--- src/rtl/nibble_serial_subtractor_pkg.sv ---
// Shared constants and types for the nibble-serial subtractor.
package nibble_sub_pkg;

    localparam int NIBBLE_W = 4;

    typedef enum logic [1:0] {
        IDLE = 2'd0,
        CALC = 2'd1,
        DONE = 2'd2
    } state_t;

endpackage

--- src/rtl/nibble_serial_subtractor_if.sv ---
// Operand/result bus of the nibble-serial subtractor.
//
// Handshake: a transfer happens on a rising clk edge where valid and ready
// are both 1. The producer holds valid (and its payload) until that edge;
// the consumer may change ready freely. Input side: in_valid/in_ready carry
// A, B, Bi. Output side: out_valid/out_ready carry D, Bo, Z, N, V, which are
// held stable while out_valid is 1 and out_ready is 0.
//
// Operand/result vectors are declared [0:WIDTH-1]; bit 0 is the LSB.
interface nibble_serial_subtractor_if
    import nibble_sub_pkg::*;
#(
    parameter int WIDTH = 8
) ();

    logic             in_valid;
    logic             in_ready;
    logic [0:WIDTH-1] A;
    logic [0:WIDTH-1] B;
    logic             Bi;
    logic             out_valid;
    logic             out_ready;
    logic [0:WIDTH-1] D;
    logic             Bo;
    logic             Z;
    logic             N;
    logic             V;
    state_t           state_dbg;

    modport master (
        output in_valid, A, B, Bi, out_ready,
        input  in_ready, out_valid, D, Bo, Z, N, V, state_dbg
    );

    modport slave (
        input  in_valid, A, B, Bi, out_ready,
        output in_ready, out_valid, D, Bo, Z, N, V, state_dbg
    );

endinterface

--- src/rtl/nibble_serial_subtractor_fa.sv ---
// 4-bit full adder used as the nibble datapath: {o_co, o_s} = i_a + i_b + i_ci.
module fourBitFullAdder (
    input  logic [3:0] i_a,
    input  logic [3:0] i_b,
    input  logic       i_ci,
    output logic [3:0] o_s,
    output logic       o_co
);

    logic [4:0] w_sum;

    // Plain carry-propagating add; the subtractor feeds ~B and ~borrow.
    assign w_sum = {1'b0, i_a} + {1'b0, i_b} + {4'b0000, i_ci};
    assign o_s   = w_sum[3:0];
    assign o_co  = w_sum[4];

endmodule

--- src/rtl/nibble_serial_subtractor.sv ---
// Multi-cycle subtractor D = A - B - Bi, one nibble per clock, LSB nibble
// first, borrow chained between nibbles. Flags are registered on DONE entry.
module nibble_serial_subtractor
    import nibble_sub_pkg::*;
#(
    parameter int WIDTH = 8
) (
    input  logic                     clk,
    input  logic                     rst_n,
    nibble_serial_subtractor_if.slave bus
);

    localparam int NUM_NIB = WIDTH / NIBBLE_W;
    localparam int IDX_W   = (NUM_NIB > 1) ? $clog2(NUM_NIB) : 1;
    localparam logic [IDX_W-1:0] LAST_IDX = IDX_W'(NUM_NIB - 1);

    generate
        if ((WIDTH % NIBBLE_W) != 0 || WIDTH < NIBBLE_W) begin : g_width_check
            $error("nibble_serial_subtractor: WIDTH must be a positive multiple of 4");
        end
    endgenerate

    state_t                               r_state;
    state_t                               w_next_state;
    logic                                 w_accept;
    logic                                 w_in_ready;
    logic                                 w_out_valid;
    logic                                 w_last;

    logic [NUM_NIB-1:0][NIBBLE_W-1:0]     r_a;
    logic [NUM_NIB-1:0][NIBBLE_W-1:0]     r_b;
    logic [NUM_NIB-1:0][NIBBLE_W-1:0]     r_d;
    logic [NUM_NIB-1:0][NIBBLE_W-1:0]     w_d_next;
    logic [IDX_W-1:0]                     r_idx;
    logic                                 r_borrow;
    logic                                 r_bo;
    logic                                 r_z;
    logic                                 r_n;
    logic                                 r_v;

    logic [WIDTH-1:0]                     w_a_le;
    logic [WIDTH-1:0]                     w_b_le;
    logic [WIDTH-1:0]                     w_d_le;
    logic [NIBBLE_W-1:0]                  w_a_nib;
    logic [NIBBLE_W-1:0]                  w_b_nib;
    logic [NIBBLE_W-1:0]                  w_sum;
    logic                                 w_co;
    logic                                 w_a_msb;
    logic                                 w_b_msb;
    logic                                 w_d_msb;

    // Map the bus bit order (bit 0 = LSB) onto internal descending vectors.
    always_comb begin
        w_a_le = '0;
        w_b_le = '0;
        for (int i = 0; i < WIDTH; i++) begin
            w_a_le[i] = bus.A[i];
            w_b_le[i] = bus.B[i];
        end
    end

    // Drive the result bus in the same bit order as the operands.
    always_comb begin
        bus.D = '0;
        for (int i = 0; i < WIDTH; i++) begin
            bus.D[i] = w_d_le[i];
        end
    end

    assign w_d_le        = r_d;
    assign bus.in_ready  = w_in_ready;
    assign bus.out_valid = w_out_valid;
    assign bus.Bo        = r_bo;
    assign bus.Z         = r_z;
    assign bus.N         = r_n;
    assign bus.V         = r_v;
    assign bus.state_dbg = r_state;

    // Nibble datapath: A - B - borrow == A + ~B + ~borrow; carry out = no borrow.
    assign w_a_nib = r_a[r_idx];
    assign w_b_nib = r_b[r_idx];
    assign w_last  = (r_idx == LAST_IDX);

    fourBitFullAdder u_nibble_add (
        .i_a  (w_a_nib),
        .i_b  (~w_b_nib),
        .i_ci (~r_borrow),
        .o_s  (w_sum),
        .o_co (w_co)
    );

    // Difference as it will look after this cycle's nibble is written.
    always_comb begin
        w_d_next        = r_d;
        w_d_next[r_idx] = w_sum;
    end

    assign w_a_msb = r_a[NUM_NIB-1][NIBBLE_W-1];
    assign w_b_msb = r_b[NUM_NIB-1][NIBBLE_W-1];
    assign w_d_msb = w_d_next[NUM_NIB-1][NIBBLE_W-1];

    // FSM state register.
    always_ff @(posedge clk or negedge rst_n) begin
        if (!rst_n) begin
            r_state <= IDLE;
        end else begin
            r_state <= w_next_state;
        end
    end

    // FSM next-state and handshake outputs; in_ready only in IDLE, so no overlap.
    always_comb begin
        w_next_state = r_state;
        w_accept     = 1'b0;
        w_in_ready   = 1'b0;
        w_out_valid  = 1'b0;
        unique case (r_state)
            IDLE: begin
                w_in_ready = 1'b1;
                if (bus.in_valid) begin
                    w_accept     = 1'b1;
                    w_next_state = CALC;
                end
            end
            CALC: begin
                if (w_last) begin
                    w_next_state = DONE;
                end
            end
            DONE: begin
                w_out_valid = 1'b1;
                if (bus.out_ready) begin
                    w_next_state = IDLE;
                end
            end
            default: begin
                w_next_state = IDLE;
            end
        endcase
    end

    // Operand capture, per-nibble result/borrow update, flag capture on the last nibble.
    always_ff @(posedge clk or negedge rst_n) begin
        if (!rst_n) begin
            r_a      <= '0;
            r_b      <= '0;
            r_d      <= '0;
            r_idx    <= '0;
            r_borrow <= 1'b0;
            r_bo     <= 1'b0;
            r_z      <= 1'b0;
            r_n      <= 1'b0;
            r_v      <= 1'b0;
        end else if (w_accept) begin
            r_a      <= w_a_le;
            r_b      <= w_b_le;
            r_borrow <= bus.Bi;
            r_idx    <= '0;
        end else if (r_state == CALC) begin
            r_d      <= w_d_next;
            r_borrow <= ~w_co;
            r_idx    <= r_idx + IDX_W'(1);
            if (w_last) begin
                r_bo <= ~w_co;
                r_z  <= (w_d_next == '0);
                r_n  <= w_d_msb;
                r_v  <= (w_a_msb != w_b_msb) && (w_d_msb != w_a_msb);
            end
        end
    end

endmodule
--- src/flat_wrapper.sv ---
// flat-port wrapper written by rule: the top's interface ports become plain ports
module nibble_serial_subtractor_flat import nibble_sub_pkg::*;
#(
    parameter int WIDTH = 8
)
  (clk, rst_n, bus_in_valid, bus_A, bus_B, bus_Bi, bus_out_ready, bus_in_ready, bus_out_valid, bus_D, bus_Bo, bus_Z, bus_N, bus_V, bus_state_dbg);
  nibble_serial_subtractor_if #(.WIDTH(WIDTH)) bus_i ();
  input  logic clk;
  input  logic rst_n;
  input wire logic [$bits(bus_i.in_valid)-1:0] bus_in_valid;
  input wire logic [$bits(bus_i.A)-1:0] bus_A;
  input wire logic [$bits(bus_i.B)-1:0] bus_B;
  input wire logic [$bits(bus_i.Bi)-1:0] bus_Bi;
  input wire logic [$bits(bus_i.out_ready)-1:0] bus_out_ready;
  output wire logic [$bits(bus_i.in_ready)-1:0] bus_in_ready;
  output wire logic [$bits(bus_i.out_valid)-1:0] bus_out_valid;
  output wire logic [$bits(bus_i.D)-1:0] bus_D;
  output wire logic [$bits(bus_i.Bo)-1:0] bus_Bo;
  output wire logic [$bits(bus_i.Z)-1:0] bus_Z;
  output wire logic [$bits(bus_i.N)-1:0] bus_N;
  output wire logic [$bits(bus_i.V)-1:0] bus_V;
  output wire logic [$bits(bus_i.state_dbg)-1:0] bus_state_dbg;
  assign bus_i.in_valid = bus_in_valid;
  assign bus_i.A = bus_A;
  assign bus_i.B = bus_B;
  assign bus_i.Bi = bus_Bi;
  assign bus_i.out_ready = bus_out_ready;
  assign bus_in_ready = bus_i.in_ready;
  assign bus_out_valid = bus_i.out_valid;
  assign bus_D = bus_i.D;
  assign bus_Bo = bus_i.Bo;
  assign bus_Z = bus_i.Z;
  assign bus_N = bus_i.N;
  assign bus_V = bus_i.V;
  assign bus_state_dbg = bus_i.state_dbg;
  nibble_serial_subtractor #(.WIDTH(WIDTH)) u_core (.clk(clk), .rst_n(rst_n), .bus(bus_i));
endmodule
--- config.mk ---
export PLATFORM = sky130hd
export DESIGN_NAME = nibble_serial_subtractor_flat
export DESIGN_NICKNAME = d
export VERILOG_FILES = /design/src/rtl/nibble_serial_subtractor_pkg.sv /design/src/rtl/nibble_serial_subtractor_if.sv /design/src/rtl/nibble_serial_subtractor_fa.sv /design/src/rtl/nibble_serial_subtractor.sv /design/src/flat_wrapper.sv
export SDC_FILE = /design/constraint.sdc
export NUM_CORES = 1
export LEC_CHECK = 0
export ABC_AREA = 0
export BUFFER_PORTS_ARGS = -buffer_cell sky130_fd_sc_hd__clkbuf_2
export CORE_MARGIN = 1
export CORE_UTILIZATION = 33
export DETAILED_ROUTE_END_ITERATION = 10
export GPL_TIMING_DRIVEN = 0
export HOLD_SLACK_MARGIN = 0.12
export PLACE_DENSITY = 0.61
export SETUP_SLACK_MARGIN = 0.15
export SYNTH_ARGS = -nofsm -noshare
export SYNTH_HDL_FRONTEND = slang
export SYNTH_SLANG_ARGS = --single-unit
--- constraint.sdc ---
create_clock -name clk -period 7.83 [get_ports clk]
set_clock_uncertainty 0.1 [all_clocks]
set_input_delay 0.783 -clock clk [delete_from_list [all_inputs] [get_ports clk]]
set_output_delay 0.783 -clock clk [all_outputs]
set_load 0.1 [all_outputs]
Word-level counts from Yosys, hierarchy flattened --
Cells that the tools add are included.
Word-level totals: logic and storage cells 56, bits in registers 32
Cells by class: bitwise gates (word level) 4, muxes and demuxes 19, reductions and logical operators 8, add/sub/neg operators 3, equal/unequal tests 7, order comparisons 2
Operators with widths (count):
- 4-bit 2-to-1 mux | 5
- 8-bit bitwise mux | 1
- 8-bit logical NOT | 1
- 1-bit 2-to-1 mux | 8
- 2-bit 2-to-1 mux | 3
- 2-bit one-hot mux with 3 select lines | 1
- 3-bit AND reduction | 2
- 4-bit by 4-bit adder with 5-bit output | 1
- 5-bit by 1-bit adder with 5-bit output | 1
- 4-bit demux with 1-bit select | 1
- 2-bit inequality test, second input constant | 2
- 4-bit NOT | 1
- 1-bit NOT | 3
- 2-bit by 1-bit equality test with 1-bit output, second input constant | 1
- 2-bit equality test, second input constant | 1
- 1-bit logical AND | 2
- 2-bit logical NOT | 1
- 1-bit by 2-bit less-than comparator with 1-bit output, second input constant | 1
- 1-bit inequality test | 2
- 2-bit by 1-bit inequality test with 1-bit output, second input constant | 1
- 2-bit AND reduction | 1
- 2-bit nonzero test | 1
- 1-bit adder, second input constant | 1
- 1-bit greater-or-equal comparator, second input constant | 1

Longest topological paths before layout --
Gate-level depths: netlist of run 1.
depth after elaboration 8, mapped depth 8

Modules after synthesis --
A second synthesis of run 1 with hierarchy kept.
Second synthesis, totals: cell total of the unflattened synthesis 112, area total of the unflattened synthesis 1534.0 µm²
Modules (own cells, without submodules):
- nibble_serial_subtractor | cells an instance 96, times used 1, area an instance 1390.1 µm²
- fourBitFullAdder | cells an instance 16, times used 1, area an instance 143.9 µm²

Worst setup path before layout of run 1 --
Ideal clock, no wire load.
kind flip-flop to output port, from register u_core.r_state[1], in the netlist u_core.bus.state_dbg[1], to output port bus_out_valid, slack 4534 ps, arrival 2413 ps, required time 6947 ps, cell stages (with the launch flop) 3, cell sequence dfrtp_1 > inv_1 > nor2_1
On the way: word-level cells in the longest chain between the ends 2
Ends and longest elaborated chain:
- start: declaration | RTL line nibble_serial_subtractor.sv:23 | state_t r_state;
- start signal: assignment | RTL line nibble_serial_subtractor.sv:107 | r_state <= w_next_state;
- 2-bit equality test | RTL line nibble_serial_subtractor.sv:117 | unique case (r_state)
- 1-bit 2-to-1 mux | RTL line nibble_serial_subtractor.sv:117
- end: declaration | RTL line flat_wrapper.sv:16 | output wire logic [$bits(bus_i.out_valid)-1:0] bus_out_valid;
No other way between the ends.

Worst setup path after layout of run 1 --
from register u_core.r_idx, to register u_core.r_z, in the netlist u_core.bus.Z
On the way: word-level cells in the longest chain between the ends 7, elaborated cells on any way between the ends 15
Ends and longest elaborated chain:
- start: declaration | RTL line nibble_serial_subtractor.sv:34 | logic [IDX_W-1:0] r_idx;
- start signal: assignment | RTL line nibble_serial_subtractor.sv:162 | r_idx <= r_idx + IDX_W'(1);
- 4-bit 2-to-1 mux (not written as such) (2 in series) | RTL line nibble_serial_subtractor.sv:81 | assign w_b_nib = r_b[r_idx];
- 4-bit NOT | RTL line nibble_serial_subtractor.sv:86 | .i_b (~w_b_nib),
- 4-bit by 4-bit adder with 5-bit output | RTL line nibble_serial_subtractor_fa.sv:13 | assign w_sum = {1'b0, i_a} + {1'b0, i_b} + {4'b0000, i_ci};
- 5-bit by 1-bit adder with 5-bit output | RTL line nibble_serial_subtractor_fa.sv:13
- 8-bit bitwise mux | RTL line nibble_serial_subtractor.sv:95 | w_d_next[r_idx] = w_sum;
- 8-bit logical NOT | RTL line nibble_serial_subtractor.sv:165 | r_z <= (w_d_next == '0);
- end signal: assignment | RTL line nibble_serial_subtractor.sv:165
- end: declaration | RTL line nibble_serial_subtractor.sv:37 | logic r_z;
Several ways; a longest one is shown, not always the timed one. The select of a mux whose other input is x is not followed. A chain may end at the register's enable or synchronous reset.

==> results of run 1 <==
[cells by family (layout without fill, tap and decap cells)]
family          count (synthesis)  count (layout)
flops                          32              32
xor+xnor                        2               2
buf+inv                         8              51
simple gates                   31              31
mux                            24              24
fa+ha+maj                       5               5
compound gates                 22              22
[per-layer routing]
metal,up-vias,wire length [um]
li1,522,-
met1,524,1350
met2,29,1470
met3,6,155
met4,0,42
met5,-,0
[cells in the mapped netlist, types with 2 or more instances]
| library cell | n |
|---|---|
| sky130_fd_sc_hd__a21oi_1 | 2 |
| sky130_fd_sc_hd__buf_2 | 2 |
| sky130_fd_sc_hd__buf_6 | 2 |
| sky130_fd_sc_hd__dfrtp_1 | 32 |
| sky130_fd_sc_hd__fa_1 | 2 |
| sky130_fd_sc_hd__ha_1 | 3 |
| sky130_fd_sc_hd__inv_1 | 3 |
| sky130_fd_sc_hd__mux2_2 | 9 |
| sky130_fd_sc_hd__mux2_4 | 10 |
| sky130_fd_sc_hd__mux2i_1 | 5 |
| sky130_fd_sc_hd__nand2_1 | 13 |
| sky130_fd_sc_hd__nand2b_1 | 2 |
| sky130_fd_sc_hd__nand3_1 | 2 |
| sky130_fd_sc_hd__nor2_1 | 3 |
| sky130_fd_sc_hd__nor3b_1 | 2 |
| sky130_fd_sc_hd__o21ai_0 | 12 |
[final cells by class]
| cell class | instances | area (um^2) | share of cell area, % |
|---|---|---|---|
| sequential | 32 | 801 | 41.9 |
| clock buffer | 7 | 96.3 | 5.04 |
| tap | 52 | 65.1 | 3.40 |
| inverter | 3 | 11.3 | 0.589 |
| timing repair buffer | 36 | 180 | 9.42 |
| multi-input combinational | 84 | 719 | 37.6 |
| buffer | 5 | 40.0 | 2.09 |
[how the worst max path moves through the flow]
stage	slack, ns	end	cells after the start
6_report	5.09	u_core.bus.Z$_DFFE_PN0P_	7
5_1_grt	4.85	u_core.bus.Z$_DFFE_PN0P_	7
4_1_cts	5.04	u_core.bus.Z$_DFFE_PN0P_	7
3_5_place_dp	5.07	u_core.bus.Z$_DFFE_PN0P_	7
3_3_place_gp	5.07	u_core.bus.Z$_DFFE_PN0P_	7
2_1_floorplan	4.53	bus_out_valid	2
[state kept, by name, indices dropped and copies added (netlist names)]
signal                count
u_core.bus.Z              1
u_core.r_b                8
u_core.bus.D              8
u_core.bus.N              1
u_core.bus.V              1
u_core.r_borrow           1
u_core.r_a                8
u_core.r_idx              1
u_core.bus.state_dbg      2
u_core.bus.Bo             1
[through the flow]
| step | instances | worst slack, ns | area [um^2] | util [%] |
|---|---|---|---|---|
| CTS | 219 | 5.04 | 1910 | 42.8 |
| global placement | 212 | 5.07 | 1820 | 40.6 |
| detailed placement | 212 | 5.07 | 1820 | 40.6 |
| floorplan | 124 | 4.53 | 1570 | - |
| finish | 219 | 5.09 | 1910 | 42.8 |
| global route | 219 | 4.85 | 1910 | 42.8 |
[worst register-to-register path, cell delays in order, from the launching register on]
cell and delay, ns:
sky130_fd_sc_hd__dfrtp_1 0.40, sky130_fd_sc_hd__buf_2 0.29, sky130_fd_sc_hd__mux2_2 0.39, sky130_fd_sc_hd__fa_1 0.43, sky130_fd_sc_hd__fa_1 0.47, sky130_fd_sc_hd__xor2_1 0.23, sky130_fd_sc_hd__nor3b_1 0.21, sky130_fd_sc_hd__a22o_1 0.15
==> parameters.txt, run 1 <==
Parameter                              Value

STA
  Number of endpoints with negative hold slack in the final report    0
  Unrepaired setup endpoints after global routing    no
  Total Negative Setup Slacks    0 ns
  Post-layout minimum cycle time    2.74 ns
  Relative slew slack    47.6%
  Actual transition at the worst max-transition pin    0.787 ns
  Number of pins exceeding their max-slew limit in the final report    0
  Peak clock frequency supported by timing    365 MHz
  Final cycle utilization of the critical path    35.0%
  Post-route worst hold slack    0.380 ns
  Setup-failing EPs final    0

Logic synthesis
  Yosys warnings    0
  Area fraction of the dominant cell type after synthesis    51.0%
  Sequential fraction of the synthesis area    51.0%
  Post-Syn Instances    124
  Post-synthesis xor/xnor area fraction    1.11%
  Largest family of logic cells by synthesized area    multiplexers
  Mapped cell area    1570 um^2
  Net count of the mapped netlist    150
  Share of synthesized cell area in and, or, nand and nor gates    12.1%
  Mean instance size in the synthesized netlist    12.7 um^2
  Post-synth EDFFs    0
  Number of flip-flops and latches in the synthesized netlist    32
  Most instantiated flip-flop cell in the synthesis netlist    sky130_fd_sc_hd__dfrtp_1
  Proportion of synthesized area in mux cells    19.2%
  Cell taking the most area after synthesis    sky130_fd_sc_hd__dfrtp_1
  Compound-gate portion of the synthesized area    8.44%
  Distinct cell type count after synthesis    36
  FFs w/ async S/R, synth    100%
  Adder and majority cell fraction of the synthesized area    4.94%
  Cell types with the largest area share after synthesis    sky130_fd_sc_hd__dfrtp_1 (51%), sky130_fd_sc_hd__mux2_4 (9.6%), sky130_fd_sc_hd__mux2_2 (6.4%), sky130_fd_sc_hd__o21ai_0 (3.8%), sky130_fd_sc_hd__mux2i_1 (3.2%)

Placed design
  Port Buffers    36
  Weighted congestion reported at the end of routability-driven placement    0.717

Worst setup path
  Cell seen most often among critical-path stages    sky130_fd_sc_hd__fa_1
  Critical setup path kind    reg -> reg
  Number of buffer and inverter stages on the critical path    1
  Family with the most delay on the worst path    adder cells
  Critical Path Fanout Max    10
  Worst-path cell with the longest stage delay    sky130_fd_sc_hd__fa_1
  Startpoint of the most critical setup path    u_core.r_idx$_DFFE_PN0P_
  Capturing point of the worst reg2reg path    u_core.bus.Z$_DFFE_PN0P_
  Series of cell instances along the critical path    buf_2, mux2_2, fa_1, fa_1, xor2_1, nor3b_1, a22o_1
  Startpoint Class    flop
  Data arrival time at the worst-slack endpoint    2.86 ns
  Reg2Reg Setup Slack    5.09 ns
  Worst-case reg-to-reg path depth    7
  Worst flop-to-flop path startpoint    u_core.r_idx$_DFFE_PN0P_
  Required time of the critical path    7.95 ns
  Delay contributed by the slowest stage of the critical path    0.47 ns
  Element type at the critical path end    flop

Status
  Failing checks    DRC
  Run status    complete, but fails checks

Finish
  Share of post-route cells with drive strength above 1    43.1%
  Antenna diode count    0
  Most frequent standard cell in the layout excluding fill and tap cells    sky130_fd_sc_hd__clkbuf_2
  Layout Nets    193
  Syn-to-layout area delta    21.7%
  Most frequent cells in the layout    sky130_fd_sc_hd__clkbuf_2 (36), sky130_fd_sc_hd__dfrtp_1 (32), sky130_fd_sc_hd__nand2_1 (13)
  Layout filler cell count    416

Global routing
  Maximum number of pins on one net before global-route repair    33
  Met3 layer usage reported by global route    5.13%
  Wire length of the first global-routing pass    5180 um
  GRT busiest layer    met2
  Number of antenna violations at the first check in global routing    0
  Via count of the first global-routing pass    1,095
  Met1 capacity usage during global routing    16.3%
  Congestion Overflow GR    0
  M2 GR Usage    23.1%
  Global-route total usage across every layer    13.8%

Routing
  Residual DRC    10
  Routed wire per std cell    13.8 um
  DR iter-0 viols    63
  Post-detailed-route via-to-cell ratio    4.94
  Post-detailed-route count of antenna-violating nets    0
  Detailed Routing Iterations Pass 1    10
  Total vias in the final route    1,081
  Total length of routed wires    3020 um

CTS
  Number of buffers added to fix hold violations after cts    0
  Deepest level of the CTS H-tree    2
  Number of clock sinks    32
  Maximum number of buffers from clock root to sink    2
  Post-CTS setup-driven buffer insertion count    0
  Register clock-pin slew on the reported worst setup and hold paths    0.06 ns
  Later-pin clock latency in the skew report    0.28 ns
  Total clock buffers created by CTS    5
  Root buffer cell    sky130_fd_sc_hd__clkbuf_8
  TritonCTS clock tree    built
  Post-cts sizing count    0

Die
  Die extent in x    71.0 um
  Number of placement rows    24
  Die boundary height    71.0 um
  Die ar.    5040 um^2
  Number of I/O pins    37
  Floorplan Core Area    4470 um^2
  Initial Utilization    35.1%

Job
  Max Cap Violations    0

Min path
  Worst-case hold path end point    u_core.bus.D[4]$_DFFE_PN0P_
  Hold/Removal Path Class    reg -> reg
  Hold path startpoint    u_core.bus.D[4]$_DFFE_PN0P_
  Worst hold path stage count    2
Power of run 1 is left out: the tool's default activity adds up to more than one toggle a clock period on the data nets, which glitch-free logic cannot reach.
==> run 2: changes to the inputs <==
Settings changed: ABC_AREA 0 to 1, PLACE_DENSITY 0.61 to 0.63.
Clock period 7.83 ns to 2.5 ns, I/O delays scaled along.
==> parameters.txt, run 2 <==
Parameter                              Value

Global routing
  Number of antenna violations at the first check in global routing    0 (unchanged)
  M2 GR Usage    23.5% (+0.43 points)
  Global-route total usage across every layer    14.3% (+0.43 points)
  GRT busiest layer    met2
  Met3 layer usage reported by global route    3.85% (-1.3 points)
  Met1 capacity usage during global routing    18.0% (+1.7 points)
  Wire length of the first global-routing pass    5510 um (+6.5%)
  Maximum number of pins on one net before global-route repair    33 (unchanged)
  Congestion Overflow GR    0 (unchanged)
  Via count of the first global-routing pass    1,231 (+12%)

Worst setup path
  Critical Path Fanout Max    10 (unchanged)
  Critical setup path kind    reg -> reg
  Startpoint Class    flop
  Series of cell instances along the critical path    buf_4, mux2i_1, fa_2, fa_2, xor2_2, nand4_1, nor2_1, nand2_1, nand2_1
  Data arrival time at the worst-slack endpoint    2.32 ns (-0.54 ns)
  Element type at the critical path end    flop
  Number of buffer and inverter stages on the critical path    1 (unchanged)
  Required time of the critical path    2.62 ns (-5.33 ns)
  Delay contributed by the slowest stage of the critical path    0.42 ns (-0.05 ns)
  Worst-path cell with the longest stage delay    sky130_fd_sc_hd__dfrtp_1
  Family with the most delay on the worst path    adder cells

Routing
  Total length of routed wires    3250 um (+7.5%)
  Routed wire per std cell    12.3 um (-11%)
  Detailed Routing Iterations Pass 1    7 (-3)
  Post-detailed-route via-to-cell ratio    4.60 (-6.8%)
  Residual DRC    4 (-6)
  DR iter-0 viols    57 (-9.5%)
  Post-detailed-route count of antenna-violating nets    0 (unchanged)
  Total vias in the final route    1,214 (+12%)

Placed design
  Weighted congestion reported at the end of routability-driven placement    0.795 (+11%)
  Port Buffers    36 (unchanged)
  Sum of net half-perimeters after detailed placement    2220 um

STA
  Total Negative Setup Slacks    0 ns (unchanged)
  Number of endpoints with negative hold slack in the final report    0 (unchanged)
  Setup-failing EPs final    0 (unchanged)
  Final cycle utilization of the critical path    87.7% (+53 points)
  Number of pins exceeding their max-slew limit in the final report    0 (unchanged)
  Peak clock frequency supported by timing    456 MHz (+25%)
  Unrepaired setup endpoints after global routing    no
  Relative slew slack    46.7% (-0.91 points)
  Post-layout minimum cycle time    2.19 ns (-0.548 ns)
  Actual transition at the worst max-transition pin    0.800 ns (+0.0137 ns)

CTS
  Later-pin clock latency in the skew report    0.29 ns (about the same)
  Root buffer cell    sky130_fd_sc_hd__clkbuf_8
  Register clock-pin slew on the reported worst setup and hold paths    0.07 ns (about the same)
  Maximum number of buffers from clock root to sink    2 (unchanged)
  Total clock buffers created by CTS    5 (unchanged)
  Deepest level of the CTS H-tree    2 (unchanged)
  Number of clock sinks    32 (unchanged)
  TritonCTS clock tree    built

Die
  Die extent in x    70.8 um (-0.35%)
  Die boundary height    70.8 um (-0.35%)
  Floorplan Core Area    4440 um^2 (-0.67%)
  Number of placement rows    24 (unchanged)
  Number of I/O pins    37 (unchanged)
  Die ar.    5010 um^2 (-0.70%)
  Initial Utilization    35.1% (about the same)

Logic synthesis
  Post-synth EDFFs    0 (unchanged)
  Cell types with the largest area share after synthesis    sky130_fd_sc_hd__dfrtp_1 (51%), sky130_fd_sc_hd__mux2_4 (13%), sky130_fd_sc_hd__nand2_1 (8.7%), sky130_fd_sc_hd__nand3_1 (3.8%), sky130_fd_sc_hd__o21ai_0 (3.2%)
  Proportion of synthesized area in mux cells    14.5% (-4.7 points)
  Area fraction of the dominant cell type after synthesis    51.3% (+0.37 points)
  Adder and majority cell fraction of the synthesized area    4.97% (+0.036 points)
  Post-synthesis xor/xnor area fraction    0.561% (-0.55 points)
  Share of synthesized cell area in and, or, nand and nor gates    16.5% (+4.4 points)
  Cell taking the most area after synthesis    sky130_fd_sc_hd__dfrtp_1
  Top-count cell post-synth    sky130_fd_sc_hd__nand2_1
  Distinct cell type count after synthesis    26 (-28%)
  Number of flip-flops and latches in the synthesized netlist    32 (unchanged)
  Mean instance size in the synthesized netlist    10.4 um^2 (-18%)
  Sequential fraction of the synthesis area    51.3% (+0.37 points)
  Most used standard cells in the synthesized netlist    sky130_fd_sc_hd__nand2_1 (36), sky130_fd_sc_hd__dfrtp_1 (32), sky130_fd_sc_hd__mux2_4 (13)
  FFs w/ async S/R, synth    100% (unchanged)
  Compound-gate portion of the synthesized area    6.90% (-1.5 points)
  Net count of the mapped netlist    176 (+17%)
  Yosys warnings    0 (unchanged)
  Mapped cell area    1560 um^2 (-0.72%)
  Post-Syn Instances    150 (+21%)
  Most instantiated flip-flop cell in the synthesis netlist    sky130_fd_sc_hd__dfrtp_1
  Largest family of logic cells by synthesized area    simple AND/OR/NAND/NOR gates

Finish
  Most frequent cells in the layout    sky130_fd_sc_hd__nand2_1 (36), sky130_fd_sc_hd__clkbuf_2 (36), sky130_fd_sc_hd__dfrtp_1 (32)
  Syn-to-layout area delta    34.2%
  Share of post-route cells with drive strength above 1    35.4% (-7.7 points)
  Antenna diode count    0 (unchanged)
  Layout filler cell count    429 (+3.1%)
  Layout Nets    237 (+23%)

Job
  Max Cap Violations    0 (unchanged)

Min path
  Hold/Removal Path Class    in -> reg

Status
  Run status    complete, but fails checks
  Failing checks    DRC
run 2: cell types whose count changed after synthesis, moves of 2 or more:
| cell | previous run | this run |
|---|---|---|
| sky130_fd_sc_hd__inv_2 | 0 | 3 |
| sky130_fd_sc_hd__o21ai_1 | 1 | 3 |
| sky130_fd_sc_hd__inv_1 | 3 | 10 |
| sky130_fd_sc_hd__a21oi_1 | 2 | 4 |
| sky130_fd_sc_hd__mux2_2 | 9 | 1 |
| sky130_fd_sc_hd__nor3b_1 | 2 | 0 |
| sky130_fd_sc_hd__nand2_1 | 13 | 36 |
| sky130_fd_sc_hd__mux2_4 | 10 | 13 |
| sky130_fd_sc_hd__o21ai_0 | 12 | 10 |
| sky130_fd_sc_hd__nand2b_1 | 2 | 0 |
| sky130_fd_sc_hd__or2_2 | 0 | 2 |
| sky130_fd_sc_hd__nand3_1 | 2 | 12 |
| sky130_fd_sc_hd__mux2i_1 | 5 | 2 |
run 2: kinds of logic (layout without fill, tap and decap cells):
logic type | count (synthesis) | in the layout
adders and majority gates | 5 | 5
and+or+nand+nor | 59 | 59
muxes | 16 | 16
DFF | 32 | 32
buffers and inverters | 17 | 79
xor gates and xnor gates | 1 | 1
AOI/OAI and AO/OA | 20 | 20
run 2: tightest hold or removal path: cells and delay by family:
kind / cells / cell delay [ns]
and+or+nand+nor: 1 / 0.09
buffers and inverters: 1 / 0.08
AOI/OAI and AO/OA: 1 / 0.05
run 2: path summary, 6_finish.rpt:
path | start | to | slack (ns) | cells past startpoint
hold / removal | bus_A[0] | u_core.r_a[7]$_DFFE_PN0P_ | 0.13 | 3
setup reg to reg | u_core.r_idx$_DFFE_PN0P_ | u_core.bus.Z$_DFFE_PN0P_ | 0.31 | 9
max in group asynchronous | rst_n | u_core.r_a[0]$_DFFE_PN0P_ | 1.31 | 2
min in group asynchronous | rst_n | u_core.bus.D[4]$_DFFE_PN0P_ | 0.47 | 2
hold reg to reg | u_core.bus.V$_DFFE_PN0P_ | u_core.bus.V$_DFFE_PN0P_ | 0.38 | 2
setup / recovery | u_core.r_idx$_DFFE_PN0P_ | u_core.bus.Z$_DFFE_PN0P_ | 0.31 | 9
run 2: area by class of cell:
type	count	area, um^2	area share [%]
clock buffer	6	82.6	3.95
clock inverter	2	10.0	0.478
tap	52	65.1	3.11
multi-input combinational	101	693	33.1
sequential	32	801	38.3
timing repair buffer	54	358	17.1
inverter	13	48.8	2.33
buffer	4	35.0	1.67
run 2: routing by layer:
metal	wire length [um]	vias to the layer above
met5	0	-
met3	146	4
met1	1580	559
met4	33	0
li1	-	616
met2	1480	35
run 2: repair_timing:
action / 4_1_cts / 5_1_grt
setup buffers: 0 / 1
resized for setup: 4 / 0
endpoints found under the hold margin: 48 / 0
pin swaps: 0 / 3
setup endpoints to repair: 3 / 2
hold buffers: 17 / 0
gates cloned: 0 / 0
run 2: stage by stage:
stage	area (um^2)	util [%]	setup slack (ns)	std cells	hold WS [ns]
3_5_place_dp	1810	40.7	0.00124	238	0.276
4_1_cts	2090	46.9	0.207	263	0.127
3_3_place_gp	1810	40.7	0.0226	238	0.271
6_report	2090	47.1	0.306	264	0.128
5_1_grt	2090	47.1	0.164	264	0.128
2_1_floorplan	1560	-	0.153	150	-0.146
Power of run 2 is left out for the same reason.
==> run 3: changes to the inputs <==
Settings changed: ABC_AREA 1 to default, PLACE_DENSITY 0.63 to default.
Clock period 2.5 ns to 2.6 ns, I/O delays scaled along.
==> parameters.txt, run 3 (same netlist as run 1, synthesis figures left out) <==
Parameter                              Value

STA
  Actual transition at the worst max-transition pin    0.785 ns (-0.0154 ns)
  Unrepaired setup endpoints after global routing    no
  Number of pins exceeding their max-slew limit in the final report    0 (unchanged)
  Relative slew slack    47.7% (+1.0 points)
  Number of endpoints with negative hold slack in the final report    0 (unchanged)
  Setup-failing EPs final    0 (unchanged)
  Post-layout minimum cycle time    2.37 ns (+0.181 ns)
  Final cycle utilization of the critical path    91.3% (+3.6 points)
  Peak clock frequency supported by timing    421 MHz (-7.6%)

Die
  Number of I/O pins    37 (unchanged)
  Floorplan Core Area    4470 um^2 (+0.68%)
  Die extent in x    71.0 um (+0.35%)
  Initial Utilization    35.1% (about the same)
  Die ar.    5040 um^2 (+0.71%)
  Die boundary height    71.0 um (+0.35%)
  Number of placement rows    24 (unchanged)

Worst setup path
  Reg2Reg Setup Slack    0.23 ns (-0.08 ns)
  Worst-path cell with the longest stage delay    sky130_fd_sc_hd__fa_2
  Required time of the critical path    2.71 ns (+0.09 ns)
  Startpoint Class    flop
  Critical Path Fanout Max    3 (-7)
  Element type at the critical path end    flop
  Data arrival time at the worst-slack endpoint    2.49 ns (+0.17 ns)
  Critical setup path kind    reg -> reg
  Family with the most delay on the worst path    adder cells
  Series of cell instances along the critical path    buf_6, mux2_4, fa_2, fa_2, nand3_2, nor3b_2, a22o_1
  Cell seen most often among critical-path stages    sky130_fd_sc_hd__fa_2
  Delay contributed by the slowest stage of the critical path    0.58 ns (+0.16 ns)
  Number of buffer and inverter stages on the critical path    1 (unchanged)

Finish
  Layout filler cell count    405 (-5.6%)
  Antenna diode count    0 (unchanged)
  Most frequent standard cell in the layout excluding fill and tap cells    sky130_fd_sc_hd__clkbuf_2
  Share of post-route cells with drive strength above 1    44.0% (+8.6 points)
  Storage element area    801 um^2 (unchanged)
  Core utilization of the finished layout    48.5% (+1.4 points)
  Footprint of the multi-input gates    758 um^2 (+9.4%)
  Syn-to-layout area delta    38.1%
  Most frequent cells in the layout    sky130_fd_sc_hd__clkbuf_2 (36), sky130_fd_sc_hd__dfrtp_1 (32), sky130_fd_sc_hd__dlygate4sd3_1 (18)
  Layout Nets    216 (-8.9%)
  Final std cell area, no fill    2170 um^2 (+3.6%)

Routing
  Routed wire per std cell    13.9 um (+13%)
  Residual DRC    4 (unchanged)
  Total vias in the final route    1,168 (-3.8%)
  Post-detailed-route via-to-cell ratio    4.81 (+4.5%)
  Post-detailed-route count of antenna-violating nets    0 (unchanged)
  DR iter-0 viols    50 (-12%)
  Detailed Routing Iterations Pass 1    9 (+2)
  Total length of routed wires    3370 um (+3.8%)

Global routing
  Met1 capacity usage during global routing    17.6% (-0.36 points)
  Number of antenna violations at the first check in global routing    0 (unchanged)
  Congestion Overflow GR    0 (unchanged)
  Met3 layer usage reported by global route    3.70% (-0.14 points)
  M2 GR Usage    26.0% (+2.5 points)
  Via count of the first global-routing pass    1,254 (+1.9%)
  Global-route total usage across every layer    15.0% (+0.76 points)
  Wire length of the first global-routing pass    5730 um (+3.9%)
  Maximum number of pins on one net before global-route repair    33 (unchanged)
  GRT busiest layer    met2

CTS
  Deepest level of the CTS H-tree    2 (unchanged)
  Later-pin clock latency in the skew report    0.28 ns (about the same)
  Root buffer cell    sky130_fd_sc_hd__clkbuf_8
  Total clock buffers created by CTS    5 (unchanged)
  Maximum number of buffers from clock root to sink    2 (unchanged)
  Register clock-pin slew on the reported worst setup and hold paths    0.07 ns (about the same)
  TritonCTS clock tree    built
  Number of clock sinks    32 (unchanged)

Status
  Failing checks    DRC
  Run status    complete, but fails checks

Min path
  Hold/Removal Path Class    in -> reg

Job
  Max Cap Violations    0 (unchanged)

Placed design
  Port Buffers    36 (unchanged)
  Sum of net half-perimeters after detailed placement    2370 um (+6.6%)
  Weighted congestion reported at the end of routability-driven placement    0.704 (-11%)
  Standard cell area after detailed placement    1830 um^2 (+1.2%)
[run 3: repair_timing]
item	4_1_cts	5_1_grt
buffers inserted	4	1
pin swaps	0	5
hold buffers	17	1
hold endpoints to repair	48	1
gates resized for setup	2	4
setup endpoints to repair	4	3
[run 3: layer usage]
| layer | vias up | wire, um | share of wire (%) |
|---|---|---|---|
| li1 | 562 | - | - |
| met1 | 567 | 1410 | 42 |
| met2 | 31 | 1770 | 53 |
| met3 | 8 | 127 | 3.8 |
| met4 | 0 | 54 | 1.6 |
| met5 | - | 0 | 0 |
[run 3: layout make-up]
type | count | share of cell area (%)
Buffer | 5 | 2.13
Clock buffer | 8 | 4.15
Inverter | 3 | 0.519
Multi-Input combinational cell | 84 | 34.9
Sequential cell | 32 | 36.9
Tap cell | 52 | 3.00
Timing Repair Buffer | 59 | 18.3
[run 3: worst register-to-register path, stage by stage, from the launching register on]
cell,delay (ns)
sky130_fd_sc_hd__dfrtp_1,0.39
sky130_fd_sc_hd__buf_6,0.13
sky130_fd_sc_hd__mux2_4,0.30
sky130_fd_sc_hd__fa_2,0.40
sky130_fd_sc_hd__fa_2,0.58
sky130_fd_sc_hd__nand3_2,0.07
sky130_fd_sc_hd__nor3b_2,0.17
sky130_fd_sc_hd__a22o_1,0.16
[run 3: path summary, 6_finish.rpt]
kind / from / endpoint / cells past startpoint
max: u_core.r_idx$_DFFE_PN0P_ / u_core.bus.Z$_DFFE_PN0P_ / 7
min: bus_in_valid / u_core.bus.state_dbg[0]$_DFFE_PN0P_ / 3
max reg2reg: u_core.r_idx$_DFFE_PN0P_ / u_core.bus.Z$_DFFE_PN0P_ / 7
min reg2reg: u_core.bus.D[4]$_DFFE_PN0P_ / u_core.bus.D[4]$_DFFE_PN0P_ / 2
max in group asynchronous: rst_n / u_core.r_b[5]$_DFFE_PN0P_ / 2
min in group asynchronous: rst_n / u_core.bus.D[4]$_DFFE_PN0P_ / 2
[run 3: metrics by stage]
step	hold WS (ns)	setup WS [ns]	instances	setup TNS, ns
2_1_floorplan	-0.136	0.199	124	0
3_3_place_gp	0.263	0.0254	212	0
3_5_place_dp	0.281	-0.00364	212	-0.00364
4_1_cts	0.122	0.170	241	0
5_1_grt	0.255	0.158	243	0
6_report	0.225	0.225	243	0
Power of run 3 is left out for the same reason.
